`config.mk`:
```
export PLATFORM = sky130hd
export DESIGN_NAME = quiz_round_controller
export DESIGN_NICKNAME = d
export VERILOG_FILES = /design/src/rtl/quiz_round_controller.sv
export SDC_FILE = /design/constraint.sdc
export NUM_CORES = 1
export LEC_CHECK = 0
export CORE_UTILIZATION = 50
export DETAILED_ROUTE_END_ITERATION = 7
export PLACE_DENSITY = 0.74
export SLEW_MARGIN = 10
export SYNTH_ARGS = -nofsm -noshare
export SYNTH_HDL_FRONTEND = slang
export SYNTH_SLANG_ARGS = --single-unit
```
`constraint.sdc`:
```
create_clock -name clk -period 6 [get_ports clk]
set_input_delay 1.2 -clock clk [delete_from_list [all_inputs] [get_ports clk]]
set_output_delay 1.2 -clock clk [all_outputs]
set_load 0.05 [all_outputs]
```
`src/rtl/quiz_round_controller.sv`:
```
// Round sequencer for the buzzer arbiter: opens the buzz-in window, times the
// winner's answer, applies the judge's verdict to saturating scores, re-arms.
module quiz_round_controller #(
    parameter int ARM_CYCLES    = 1000,
    parameter int ANSWER_CYCLES = 500,
    parameter int RESULT_CYCLES = 100,
    parameter int SCORE_W       = 8
) (
    input  logic               clk,
    input  logic               rst_n,
    input  logic               start,
    input  logic               clear_scores,
    input  logic               winner_user1,
    input  logic               winner_user2,
    input  logic               judge_correct,
    input  logic               judge_wrong,
    output logic               arb_rst,
    output logic               armed,
    output logic               answering,
    output logic [1:0]         active_user,
    output logic               timeout,
    output logic [15:0]        timer,
    output logic [SCORE_W-1:0] score1,
    output logic [SCORE_W-1:0] score2,
    output logic [7:0]         round_count,
    output logic               round_done
);

    typedef enum logic [1:0] {
        S_IDLE   = 2'd0,
        S_ARMED  = 2'd1,
        S_ANSWER = 2'd2,
        S_RESULT = 2'd3
    } state_t;

    localparam logic [15:0]        ARM_LOAD  = 16'(ARM_CYCLES - 1);
    localparam logic [15:0]        ANS_LOAD  = 16'(ANSWER_CYCLES - 1);
    localparam logic [15:0]        RES_LOAD  = 16'(RESULT_CYCLES - 1);
    localparam logic [SCORE_W-1:0] SCORE_MAX = {SCORE_W{1'b1}};

    function automatic logic [SCORE_W-1:0] sat_inc(input logic [SCORE_W-1:0] v);
        return (v == SCORE_MAX) ? v : v + 1'b1;
    endfunction

    function automatic logic [SCORE_W-1:0] sat_dec(input logic [SCORE_W-1:0] v);
        return (v == '0) ? v : v - 1'b1;
    endfunction

    state_t             r_state,  w_state_nx;
    logic [15:0]        r_timer,  w_timer_nx;
    logic [15:0]        r_timer_out, w_timer_out_nx;
    logic [1:0]         r_active, w_active_nx;
    logic               r_timeout, w_timeout_nx;
    logic [SCORE_W-1:0] r_score1, w_score1_nx;
    logic [SCORE_W-1:0] r_score2, w_score2_nx;
    logic [7:0]         r_count,  w_count_nx;
    logic               r_done,   w_done_nx;
    logic               r_arb_rst, w_arb_rst_nx;
    logic               r_armed,  w_armed_nx;
    logic               r_answering, w_answering_nx;
    logic               w_reward;

    always_comb begin
        w_state_nx   = r_state;
        w_timer_nx   = r_timer;
        w_active_nx  = r_active;
        w_timeout_nx = r_timeout;
        w_score1_nx  = r_score1;
        w_score2_nx  = r_score2;
        w_count_nx   = r_count;
        w_done_nx    = 1'b0;
        // A simultaneous correct+wrong counts as wrong
        w_reward     = judge_correct && !judge_wrong;

        case (r_state)
            S_IDLE: begin
                if (clear_scores) begin
                    w_score1_nx = '0;
                    w_score2_nx = '0;
                end
                if (start) begin
                    w_state_nx   = S_ARMED;
                    w_timer_nx   = ARM_LOAD;
                    w_timeout_nx = 1'b0;
                    w_active_nx  = 2'b00;
                end
            end
            S_ARMED: begin
                if (winner_user1 && winner_user2) begin
                    w_state_nx  = S_RESULT;
                    w_active_nx = 2'b00;
                    w_timer_nx  = RES_LOAD;
                end else if (winner_user1 || winner_user2) begin
                    w_state_nx  = S_ANSWER;
                    w_active_nx = {winner_user2, winner_user1};
                    w_timer_nx  = ANS_LOAD;
                end else if (r_timer == 16'd0) begin
                    w_state_nx   = S_RESULT;
                    w_timeout_nx = 1'b1;
                    w_timer_nx   = RES_LOAD;
                end else begin
                    w_timer_nx = r_timer - 16'd1;
                end
            end
            S_ANSWER: begin
                if (judge_correct || judge_wrong || r_timer == 16'd0) begin
                    w_state_nx   = S_RESULT;
                    w_timer_nx   = RES_LOAD;
                    w_timeout_nx = !(judge_correct || judge_wrong);
                    if (r_active[0])
                        w_score1_nx = w_reward ? sat_inc(r_score1) : sat_dec(r_score1);
                    if (r_active[1])
                        w_score2_nx = w_reward ? sat_inc(r_score2) : sat_dec(r_score2);
                end else begin
                    w_timer_nx = r_timer - 16'd1;
                end
            end
            S_RESULT: begin
                if (r_timer == 16'd0) begin
                    w_state_nx = S_IDLE;
                    w_timer_nx = 16'd0;
                    w_count_nx = r_count + 8'd1;
                    w_done_nx  = 1'b1;
                end else begin
                    w_timer_nx = r_timer - 16'd1;
                end
            end
            default: w_state_nx = S_IDLE;
        endcase

        w_arb_rst_nx    = (w_state_nx == S_IDLE) || (w_state_nx == S_RESULT);
        w_armed_nx      = (w_state_nx == S_ARMED);
        w_answering_nx  = (w_state_nx == S_ANSWER);
        // RESULT keeps counting internally but shows 0 on the output
        w_timer_out_nx  = (w_armed_nx || w_answering_nx) ? w_timer_nx : 16'd0;
    end

    always_ff @(posedge clk or negedge rst_n) begin
        if (!rst_n) begin
            r_state     <= S_IDLE;
            r_timer     <= 16'd0;
            r_timer_out <= 16'd0;
            r_active    <= 2'b00;
            r_timeout   <= 1'b0;
            r_score1    <= '0;
            r_score2    <= '0;
            r_count     <= 8'd0;
            r_done      <= 1'b0;
            r_arb_rst   <= 1'b1;
            r_armed     <= 1'b0;
            r_answering <= 1'b0;
        end else begin
            r_state     <= w_state_nx;
            r_timer     <= w_timer_nx;
            r_timer_out <= w_timer_out_nx;
            r_active    <= w_active_nx;
            r_timeout   <= w_timeout_nx;
            r_score1    <= w_score1_nx;
            r_score2    <= w_score2_nx;
            r_count     <= w_count_nx;
            r_done      <= w_done_nx;
            r_arb_rst   <= w_arb_rst_nx;
            r_armed     <= w_armed_nx;
            r_answering <= w_answering_nx;
        end
    end

    assign arb_rst     = r_arb_rst;
    assign armed       = r_armed;
    assign answering   = r_answering;
    assign active_user = r_active;
    assign timeout     = r_timeout;
    assign timer       = r_timer_out;
    assign score1      = r_score1;
    assign score2      = r_score2;
    assign round_count = r_count;
    assign round_done  = r_done;

endmodule

```
==> impl_metrics.ini <==
[synth]
synth-edff-count = 0
syn_nets = 443
synthArstFlopShare_pct = 100.0
synth_most_common_cell = dfrtp_1
synth_xor_area_share_pct = 3.143
synth_common_cells = 64 x dfrtp_1, 30 x nor2_1, 28 x nand2_1, 22 x ha_1, 20 x a21oi_1
syn_inst = 411
avgSynthCellArea_sq_um = 9.492
synthMuxAreaShare_pct = 1.090
synthAdderAreaFrac_pct = 8.082
synth_area_leaders = dfrtp_1 41%, ha_1 7.1%, nor2_1 2.9%
synth_warnings = 0
yosysSeqAreaShare_pct = 41.73
ys_ff_latch = 65
synth_top_area_share_pct = 41.05
syn_area_sq_um = 3901
synth_flop_cell = dfrtp_1
synth_top_family_by_area = simple AND/OR/NAND/NOR gates
synth_simple_gate_area_share_pct = 23.64
synth-compound-area-share_pct = 18.99
synthDistinctLibCells = 67
synth_top_cell_by_area = dfrtp_1

[pwr]
leakagePower_nw = 2.002
p_int_mw = 1.330
p_comb_share_pct = 59.8
vdd_drop_max_mv = 0.3011
p_per_area_nw_per_um2 = 568.3
seq_power_share_pct = 27.6
p_sw_mw = 1.334
pwr-share-clk_pct = 12.7
power_mw = 2.663
swShare_pct = 50.07

[global_routing]
antenna_found_initial = 0
grt_pass1_vias = 3328
gr-total-overflow = 0
grt_pass1_wl_um = 16240
grt_max_degree = 66
grt.total_usage_pct = 25.32

[worst_setup_path]
worst-path-buf-inv = 2
cp_cell_sequence = inv_1, ha_1, nor4b_1, and4_1, o31ai_1, a21oi_1, o32a_1, ha_1, inv_1, and2_1
slowest_stage = o31ai_1
arrival_ns = 3.97
cpLargestDelayFamily = compound AO/OA/AOI/OAI gates
cp-end-kind = flip-flop
cp_max_fo = 17
required_ns = 6.25
cp-start-kind = flip-flop
critPathKind = reg -> reg
slowest_delay_ns = 0.68

[layout]
area_growth_pct = 20.11
antenna_cells = 0
drive_gt1_share_pct = 6.624
fill_cells = 622
nets = 495

[drt]
drc_errors = 0
drtIter0Drc = 211
wl_per_cell_um = 17.37
first_pass_iters = 6
detail-route-antenna-nets = 0
via_count = 3489
drt_wl_total_um = 9847
vias_per_cell = 6.153

[floorplanning]
core_area_sq_um = 7408
start_util_pct = 52.66
die_area_sq_um = 8160
fp.dieW_um = 90.33
io_pins = 55
die_y_um = 90.33
rows = 31

[sta]
slew_violations = 0
grt_setup_unrepaired = no
setup_tns_ns = 0
max_slew_margin_pct = 35.38
hold_violations = 0
worstMarginPinSlew_ns = 0.9658
layout_min_cycle_time_ns = 3.726
fmax_mhz = 268.4
setup_viol = 0
min_period_over_period_pct = 62.11
skew_ns = 0.01068

[clock_network]
clock_latency_ns = 0.36
clk_pin_slew_ns = 0.07
numCtsBuffers = 9
clockBufferDepth = 2
cts_hold_buffers = 0
cts_max_level = 3
cts_resized = 0
cts_sinks = 65
cts_root_buffer = clkbuf_8
post-cts-setup-buffer-count = 0
cts_tree = done

[run]
max_cap_violations = 0

[place]
gp_routability_congestion = 0.8904
hpwlAfterDp_um = 6952
numPortBuffers = 54

[worst_hold_path]
hold_path.class = reg -> reg

[run_status]
status = completed
## cell type report
| class | instances | area, sq um | share of cell area, % |
|---|---|---|---|
| clock inverter | 3 | 17.52 | 0.3738 |
| sequential | 65 | 1628 | 34.74 |
| multi-input combinational | 313 | 2143 | 45.74 |
| clock buffer | 13 | 158.9 | 3.391 |
| timing repair buffer | 55 | 543.0 | 11.59 |
| inverter | 19 | 71.32 | 1.522 |
| tap | 99 | 123.9 | 2.644 |
## metrics by stage
stage | hold slack (ns) | utilization [%] | worst slack (ns) | std cells | instance area, sq um
detailed placement | 0.4614 | 60.87 | 1.896 | 551 | 4509
global route | 0.5061 | 63.25 | 2.086 | 567 | 4686
CTS | 0.4751 | 63.25 | 2.265 | 567 | 4686
global placement | 0.4571 | 60.87 | 1.964 | 551 | 4509
finish | 0.4775 | 63.25 | 2.274 | 567 | 4686
floorplan | 0.4890 | - | 2.993 | 411 | 3901
## power by group through the flow
stage	Sequential (mW)	Clock, mW	Combinational, mW
finish	0.734	0.338	1.59
floorplan	0.976	0	0.875
global route	0.752	0.358	1.72
detailed placement	0.733	0	1.57
CTS	0.729	0.343	1.58
global placement	0.731	0	1.52
## per-layer routing
metal	GRT usage (%)	routed length, um
met5	0	0
met4	8.602	139
met3	5.471	594
met2	40.84	4654
met1	33.92	4459
## cell families after synthesis
group | after synthesis
adder cells (fa/ha/maj) | 24
AND/OR/NAND/NOR | 165
XOR/XNOR | 14
buffers and inverters | 33
flip-flops | 65
multiplexers | 4
AO/OA/AOI/OAI | 106
## path summary, 6_finish.rpt
path	from	end	slack, ns	depth (start not counted)
worst min register to register	round_count[7]$_DFFE_PN0P_	round_count[7]$_DFFE_PN0P_	0.48	1
worst max register to register	r_timer[0]$_DFF_PN0_	timer[9]$_DFF_PN0_	2.27	10
max in group asynchronous	rst_n	active_user[1]$_DFFE_PN0P_	4.45	2
worst max-delay path	r_timer[0]$_DFF_PN0_	timer[9]$_DFF_PN0_	2.27	10
worst min-delay path	round_count[7]$_DFFE_PN0P_	round_count[7]$_DFFE_PN0P_	0.48	1
min in group asynchronous	rst_n	score2[5]$_DFFE_PN0P_	1.00	2
## flip-flops by register name, summed over array words and instances (netlist names), 2 cells and up
signal,flops
score2,8
timer,16
round_count,8
active_user,2
r_state,2
r_timer,16
score1,8
## layout by cell type, fill, tap and decap left out, types with 11 or more instances in the layout
| master | Yosys | routed |
|---|---|---|
| a21oi_1 | 20 | 20 |
| clkbuf_8 | 0 | 11 |
| clkdlybuf4s50_1 | 0 | 53 |
| dfrtp_1 | 64 | 64 |
| ha_1 | 22 | 22 |
| inv_1 | 18 | 18 |
| nand2_1 | 28 | 28 |
| nand2b_1 | 11 | 11 |
| nand3_1 | 14 | 14 |
| nor2_1 | 30 | 30 |
| nor3_1 | 16 | 16 |
| o21ai_0 | 19 | 19 |
Note: power is estimated with default switching activity, not from simulation.
